[src/rtl/rr_burst_arbiter.sv]
// Round-robin arbiter granting one of N requesters ownership of a shared resource for a multi-beat burst.
// Latency: request to registered grant in one cycle; one zero-grant turnaround cycle between owners.
// Backpressure: rdy low stalls the owner indefinitely; bursts are cut after MAXBEATS accepted beats.
module rr_burst_arbiter #(
    parameter int N        = 4,
    parameter int MAXBEATS = 8,
    parameter int CNT_W    = $clog2(MAXBEATS + 1),
    parameter int IDW      = $clog2(N)
) (
    input  logic             clk,
    input  logic             rst_n,
    input  logic [N-1:0]     req,
    input  logic [N-1:0]     last,
    input  logic             rdy,
    output logic [N-1:0]     grant,
    output logic [IDW-1:0]   gnt_id,
    output logic             busy,
    output logic [CNT_W-1:0] beat_cnt,
    output logic             preempt
);

    typedef enum logic [1:0] {
        IDLE = 2'd0,
        OWN  = 2'd1,
        GAP  = 2'd2
    } state_t;

    state_t           state_q;
    state_t           state_d;

    // Search start for the next arbitration; only moves when a burst ends.
    logic [IDW-1:0]   ptr_q;
    logic [IDW-1:0]   ptr_d;

    logic [N-1:0]     grant_d;
    logic [IDW-1:0]   gnt_id_d;
    logic             busy_d;
    logic [CNT_W-1:0] cnt_d;
    logic             preempt_d;

    logic             arb_found;
    logic [IDW-1:0]   arb_win;

    logic             own_req;
    logic             own_last;
    logic             accept;
    logic             at_max;
    logic             burst_end;
    logic [IDW-1:0]   ptr_after_owner;

    // Rotating priority search: first set req bit at or after ptr_q, wrapping modulo N.
    always_comb begin : arb_search
        int idx;
        arb_found = 1'b0;
        arb_win   = '0;
        idx       = 0;
        for (int k = 0; k < N; k++) begin
            idx = int'(ptr_q) + k;
            if (idx >= N) begin
                idx = idx - N;
            end
            if (!arb_found && req[IDW'(idx)]) begin
                arb_found = 1'b1;
                arb_win   = IDW'(idx);
            end
        end
    end

    // Only the current owner's req/last matter; gnt_id is zero outside OWN and never read there.
    assign own_req  = req[gnt_id];
    assign own_last = last[gnt_id];
    assign accept   = (state_q == OWN) && rdy && own_req;
    assign at_max   = (beat_cnt == CNT_W'(MAXBEATS - 1));

    // Abort (owner dropped req) takes priority; otherwise an accepted last or MAXBEATS-th beat closes.
    assign burst_end = (state_q == OWN) && (!own_req || (accept && (own_last || at_max)));

    // Owner moves to lowest priority for the next round.
    assign ptr_after_owner = (gnt_id == IDW'(N - 1)) ? '0 : gnt_id + 1'b1;

    // Next-state and next-output logic for the IDLE / OWN / GAP sequencer.
    always_comb begin
        state_d   = state_q;
        ptr_d     = ptr_q;
        grant_d   = grant;
        gnt_id_d  = gnt_id;
        busy_d    = busy;
        cnt_d     = beat_cnt;
        preempt_d = 1'b0;

        case (state_q)
            IDLE, GAP: begin
                grant_d  = '0;
                gnt_id_d = '0;
                busy_d   = 1'b0;
                cnt_d    = '0;
                if (arb_found) begin
                    state_d          = OWN;
                    grant_d[arb_win] = 1'b1;
                    gnt_id_d         = arb_win;
                    busy_d           = 1'b1;
                end else begin
                    state_d = IDLE;
                end
            end

            OWN: begin
                if (burst_end) begin
                    state_d   = GAP;
                    grant_d   = '0;
                    gnt_id_d  = '0;
                    busy_d    = 1'b0;
                    cnt_d     = '0;
                    ptr_d     = ptr_after_owner;
                    // A last beat landing on the cap is still a normal end.
                    preempt_d = accept && at_max && !own_last;
                end else if (accept) begin
                    cnt_d = beat_cnt + 1'b1;
                end
            end

            default: begin
                state_d  = IDLE;
                grant_d  = '0;
                gnt_id_d = '0;
                busy_d   = 1'b0;
                cnt_d    = '0;
            end
        endcase
    end

    // State and registered outputs; reset clears everything immediately.
    always_ff @(posedge clk or negedge rst_n) begin
        if (!rst_n) begin
            state_q  <= IDLE;
            ptr_q    <= '0;
            grant    <= '0;
            gnt_id   <= '0;
            busy     <= 1'b0;
            beat_cnt <= '0;
            preempt  <= 1'b0;
        end else begin
            state_q  <= state_d;
            ptr_q    <= ptr_d;
            grant    <= grant_d;
            gnt_id   <= gnt_id_d;
            busy     <= busy_d;
            beat_cnt <= cnt_d;
            preempt  <= preempt_d;
        end
    end

    // Structural invariants of the grant and counter.
    grant_onehot_a : assert property (@(posedge clk) disable iff (!rst_n) $onehot0(grant));
    cnt_bound_a    : assert property (@(posedge clk) disable iff (!rst_n)
                                      beat_cnt <= CNT_W'(MAXBEATS - 1));

endmodule

[config.mk]
export PLATFORM = sky130hd
export DESIGN_NAME = rr_burst_arbiter
export DESIGN_NICKNAME = d
export VERILOG_FILES = /design/src/rtl/rr_burst_arbiter.sv
export SDC_FILE = /design/constraint.sdc
export NUM_CORES = 1
export LEC_CHECK = 0
export CORE_UTILIZATION = 35
export CTS_BUF_LIST = sky130_fd_sc_hd__clkbuf_4
export DETAILED_ROUTE_END_ITERATION = 7
export SYNTH_ARGS = -nofsm -noshare
export SYNTH_HDL_FRONTEND = slang
export SYNTH_SLANG_ARGS = --single-unit
[constraint.sdc]
create_clock -name clk -period 1.6 [get_ports clk]
set_clock_uncertainty 0.05 [all_clocks]
set_input_delay 0.16 -clock clk [delete_from_list [all_inputs] [get_ports clk]]
set_output_delay 0.16 -clock clk [all_outputs]
set_load 0.02 [all_outputs]
## Word level (Yosys, flattened, before mapping)

Index checks and enable logic that the tools add are counted.

- Flip-flop bits (word level): 16
- Latch bits: 0
- Bits in writable memories: 0
- Bits in read-only memories: 0
- Word-level logic and storage cells: 101
- Memories kept: 0

- Add/sub/neg operators: 9
- Multipliers: 0
- Divide/modulo/power cells: 0
- $lt $le $gt $ge: 11
- Eq/ne operators: 6
- Shift operators: 0
- Mux-type cells: 48
- Bitwise operators: 0
- Reduce and logical (&&, ||, !) cells: 20

Operators with widths:

| operator | count |
|---|---|
| 2-to-1 mux 2 bit | 12 |
| 2-to-1 mux 1 bit | 20 |
| 2-to-1 mux 4 bit | 5 |
| less-than comparator 2 x 4 -> 1 bit, second input constant | 4 |
| binary-select mux 1 bit (select 2 bit) | 6 |
| logical AND 1 bit | 10 |
| greater-or-equal comparator 3 bit, second input constant | 3 |
| one-hot mux 2 bit (2 select lines) | 2 |
| one-hot mux 4 bit (2 select lines) | 1 |
| subtractor 2 x 1 -> 2 bit, second input constant | 4 |
| adder 2 x 2 -> 3 bit, second input constant | 2 |
| less-than comparator 2 x 3 -> 1 bit, second input constant | 2 |
| zero test 1 bit | 5 |
| adder 4 x 1 -> 4 bit, second input constant | 1 |
| equality test 2 bit, second input constant | 2 |
| equality test 4 x 3 -> 1 bit, second input constant | 1 |
| adder 2 x 1 -> 3 bit, second input constant | 1 |
| greater-or-equal comparator 2 x 3 -> 1 bit, second input constant | 1 |
| != test 3 bit, second input constant | 1 |
| adder 2 x 1 -> 2 bit, second input constant | 1 |
| demux 1 bit (select 2 bit) | 1 |
| equality test 2 x 1 -> 1 bit, second input constant | 1 |
| greater-or-equal comparator 2 x 1 -> 1 bit, second input constant | 1 |
| zero test 2 bit | 1 |
| other kinds (5) | 6 |

## Depth between registers and ports, before layout

- Depth in word-level cells: 21
- Depth in mapped cells: 6
- Gate-level depth less buffers: 5

## Worst setup path after synthesis

Ideal clock, no wire load.

- Path kind: register to register
- From: register gnt_id[0]
- To: register gnt_id[1]
- Setup time: 121 ps
- Arrival: 1688 ps
- Data required time: 1429 ps
- Setup slack: -259 ps
- Cell stages (with the launch flop): 6
- Path buffers: 1
- Clock period less this slack: 1859 ps
- Cells stage by stage: dfrtp_1 mux4_2 nand2_2 nor3_4 buf_6 a22o_1

- Word-level cells in the longest chain between the ends: 7
- Elaborated cells between the ends (all ways): 11
- Those cells by class: eq/ne (1); mux (4); reduce/logical (6)

RTL lines:

| element | RTL line | RTL |
|---|---|---|
| from (decl) | 16 | `output logic [IDW-1:0] gnt_id,` |
| from (signal assigned) | 146 | `gnt_id <= gnt_id_d;` |
| binary-select mux 1 bit (select 2 bit), on equally long branches | 70, 71 |  |
| 2-to-1 mux 1 bit, on equally long branches | 70, 71 |  |
| logical AND 1 bit / logical OR 1 bit (equally long branches) | 72, 76 |  |
| logical AND 1 bit | 76 | `assign burst_end = (state_q == OWN) && (!own_req \|\| (accept && (own_last \|\| at_max)));` |
| logical OR 1 bit * | 76 |  |
| logical AND 1 bit * | 76 |  |
| != test 2 bit (no source line) * | n/a |  |

Every way passes the cells marked *; elsewhere a longest branch is shown, timed or not. The select of a mux whose other input is x is not followed.
A chain may end at the register's enable or synchronous reset.

## Final worst setup path

- From: register gnt_id[0]
- To: register ptr_q[0]

- Word-level cells in the longest chain between the ends: 7
- Elaborated cells between the ends (all ways): 14
- Those cells by class: add/sub (1); eq/ne (1); mux (5); reduce/logical (7)

RTL lines:

| element | RTL line | RTL |
|---|---|---|
| binary-select mux 1 bit (select 2 bit), on equally long branches | 70, 71 |  |
| 2-to-1 mux 1 bit, on equally long branches | 70, 71 |  |
| logical AND 1 bit / logical OR 1 bit (equally long branches) | 72, 76 |  |
| logical AND 1 bit | 76 |  |
| logical OR 1 bit | 76 |  |
| logical AND 1 bit | 76 |  |
| AND reduction 2 bit (no source line) | n/a |  |
| to (signal assigned) | 144 | `ptr_q <= ptr_d;` |
| to (decl) | 32 | `logic [IDW-1:0] ptr_q;` |

Parallel ways exist; a longest one is shown, timed or not. The select of a mux whose other input is x is not followed.

==> summary.md <==
The synthesized netlist devotes 19.4% of its cell area to compound gates. In this run, CTS created clock tree buffers numbering 3. Yosys attributes the largest share of cell area to dfrtp_1 (46%), a32o_1 (5.8%), a22o_1 (3.0%), ha_1 (2.9%), mux2_1 (2.6%). Once layout is done, the placed cells without fillers occupy 1350 µm². The number of enable-type register cells in the synthesized netlist is 0. CTS placed an instance of clkbuf_4 at the clock tree root. Buffers placed on the I/O ports in this run total 22. Accumulated negative setup slack: -0.448 ns. The share of the synthesized netlist area taken by xor and xnor gates is 2.02%, and the number of H-tree levels is 1. TritonCTS built the clock tree. From left edge to right edge, the die measures 51.7 µm. The run gives 11 as the final setup violation count. At the pin with the least slew margin, the transition time is 0.551 ns. The iteration-0 DRC count of the detailed router is 19. The worst path in the final design needs a cycle of 1.70 ns, including I/O delays and setup.

The launching element type of the critical path is a flip-flop. The pre-antenna-repair detailed-routing pass consisted of 4 iterations. Counting every net in the synthesized netlist gives 89. The maximum fanout count along the critical path was 4. The flow ran to the end, but the final reports show violations. The synthesized-area fraction occupied by and/or/nand/nor cells is 17.6%, and the power after layout is 2.02 mW. In this run, synthesis produced a sequential element count of 16. The most area-hungry cell type in the Yosys netlist was dfrtp_1. The initial utilization of the core area, before any placement, comes to 38.0%. The share of flip-flops with an asynchronous set or reset after synthesis was 100%; the total die area was 2680 µm². The worst hold path belongs to the class input port to async pin.

The area growth from synthesis to layout is 56.1%. Entering global routing, the biggest net connects 17 pins. Routability-driven placement finished with a final weighted congestion of 0.751. Dividing total power by cell area gives a power density of 1500 nW/µm².

The slack of the critical path came out at -0.104 ns. Summing over every cut layer, the via total after detailed routing is 770. The maximum clock insertion buffer count came out at 2. The checks that failed: setup timing. For the number of nets still failing antenna checks after routing, the log shows 0. Counting distinct cell types in the post-synthesis netlist gives 33. For this run, the post-layout net count is 135. Critical path start-end classification: flip-flop to flip-flop. The die span in y was 51.7 µm; the sum of routed wire length over all layers was 2050 µm. 23 I/O pins were placed. Placed standard-cell area: 1250 µm². In the routed layout, each cell is associated on average with a via count of 5.17.

The share of synthesized area spent on multiplexers is 8.82%. At the end of the flow the core is filled with cells to 59.4%. Dividing the detail-routed wire length by the instance count gives 13.8 µm. The area inside the core boundary was 2280 µm².

The number of max-slew violations in the final report was 0; the count of max-cap constraint violations was 0. The run gives 0 as the final hold violation count. Endpoint kind of the worst setup timing path: a flip-flop. In this run the static leakage power is 0.680 nW. The average instance in the mapped netlist occupies 11.4 µm². Predominant post-synthesis flop cell: dfrtp_1. The worst path uses 107% of the clock period.

The number of antenna violations at the first check in global routing came out at 0. The first-pass GRT wire length is 3430 µm. Clock-pin slew was measured on the worst setup and hold paths at 0.10 ns. Number of warnings issued by yosys: 0. The tools report the post-placement worst setup slack as -0.323 ns. The detailed placer's ending HPWL is 1530 µm. The worst max-slew margin expressed relative to the limit is 63.3%, and the maximum frequency from static timing analysis is 587 MHz.

Summing every instance area after synthesis gives 866 µm². Largest vdd supply drop: 1.06 mV. Summing the sequential cell areas from Yosys gives 46.2% of the chip area.

The repair_antennas step left the layout with diodes totalling 0. The main combinational cell family by area after synthesis was compound AO/OA/AOI/OAI gates. The top cell type's share of synthesized area was 46.2%. The later pin in the worst-skew pair is clocked with a latency of 0.28 ns.

After floorplanning, the core was divided into 17 placement rows. The fraction of the mapped netlist area in adder cells is 2.89%, and the worst endpoint required time is 1.72 ns. The number of sinks on the clock net came out at 16.

For this run, design rule violations remaining after detail routing come to 0. The count of mapped cells out of synthesis was 76. Summed over all layers, the global routing overflow is 0.

Data arrives at the worst endpoint at 1.83 ns. The aggregate global-route resource usage is 17.8%. Setup repair after global routing could not meet its margin everywhere. The layout cell share with drive strength beyond 1 is 33.9%, and the number of global-route vias before repair is 719.
## sequential cells by signal (all words and copies together), names as in the netlist
name	flops
beat_cnt	4
busy	1
gnt_id	2
grant	4
preempt	1
ptr_q	2
state_q	2
## metal layers
metal | global-route usage (%) | share of wire [%] | vias up
li1 | - | - | 377
met1 | 25.2 | 44 | 369
met2 | 27.3 | 51 | 22
met3 | 1.75 | 4.2 | 2
met4 | 8.11 | 0.44 | 0
met5 | 0 | 0 | -
## path summary, 6_finish.rpt
| path | end | start | slack [ns] | cells after the start |
|---|---|---|---|---|
| hold reg to reg | grant[3] | grant[3] | 0.46 | 1 |
| setup / recovery | ptr_q[0] | gnt_id[0] | -0.10 | 4 |
| setup reg to reg | ptr_q[0] | gnt_id[0] | -0.10 | 4 |
| max in group asynchronous | gnt_id[1] | rst_n | 1.16 | 2 |
| min in group clk | grant[3] | grant[3] | 0.46 | 1 |
| hold / removal | beat_cnt[3] | rst_n | 0.14 | 2 |
## placed cells by master, fill, tap and decap left out, types with 2 or more instances in the layout
master | Yosys | layout
buf_4 | 0 | 19
clkdlybuf4s50_1 | 0 | 17
dfrtp_1 | 16 | 14
nor2_1 | 6 | 6
a32o_1 | 5 | 5
mux2_4 | 0 | 3
inv_1 | 3 | 3
nand2_1 | 4 | 3
a22o_1 | 3 | 3
clkbuf_4 | 0 | 3
dlymetal6s2s_1 | 0 | 3
and2b_2 | 2 | 2
nand2_2 | 1 | 2
a21oi_1 | 2 | 2
nor3_2 | 0 | 2
a31oi_1 | 2 | 2
xor2_1 | 2 | 2
and2_1 | 2 | 2
nand2b_1 | 2 | 2
nand3b_1 | 2 | 2
a21o_1 | 2 | 2
nand3_1 | 2 | 2
ha_1 | 2 | 2
dfrtp_2 | 0 | 2
dlygate4sd2_1 | 0 | 2
## final cells by class
cell class	instances	area, µm²
fill	200	925
multi-input combinational	56	504
sequential	16	403
timing repair buffer	41	368
tap	28	35.0
clock buffer	3	22.5
inverter	4	15.0
clock inverter	1	3.75
## critical path, stage by stage, from the launching register on
cell     delay, ns
dfrtp_2       0.45
mux4_2        0.41
inv_2         0.06
o31ai_4       0.31
mux2_4        0.33
## synth_stat cells, types with 3 or more instances
| library cell | n |
|---|---|
| nand2_1 | 4 |
| inv_1 | 3 |
| dfrtp_1 | 16 |
| a22o_1 | 3 |
| a32o_1 | 5 |
| nor2_1 | 6 |
## kinds of logic after synthesis
logic type,after synthesis
adder cells (fa/ha/maj),2
AND/OR/NAND/NOR,26
buffers and inverters,5
AO/OA/AOI/OAI,19
flip-flops,16
XOR/XNOR,2
multiplexers,6
## through the flow
step	instances	hold WS, ns
global placement	142	0.419
finish	149	0.137
floorplan	76	-0.186
global route	149	0.165
CTS	147	0.143
detailed placement	142	0.430
## repair_timing
item	4_1_cts	5_1_grt
setup buffers	1	1
resized for setup	8	4
pin swaps	6	2
hold buffers	0	0
setup endpoints to repair	16	18
gates cloned	0	1
## report_power, final
group / internal, mW / switching, mW
clock network: 0.0905 / 0.127
registers: 0.539 / 0.117
logic: 0.601 / 0.547
total: 1.23 / 0.791
Power figures use the tool's default switching activity.
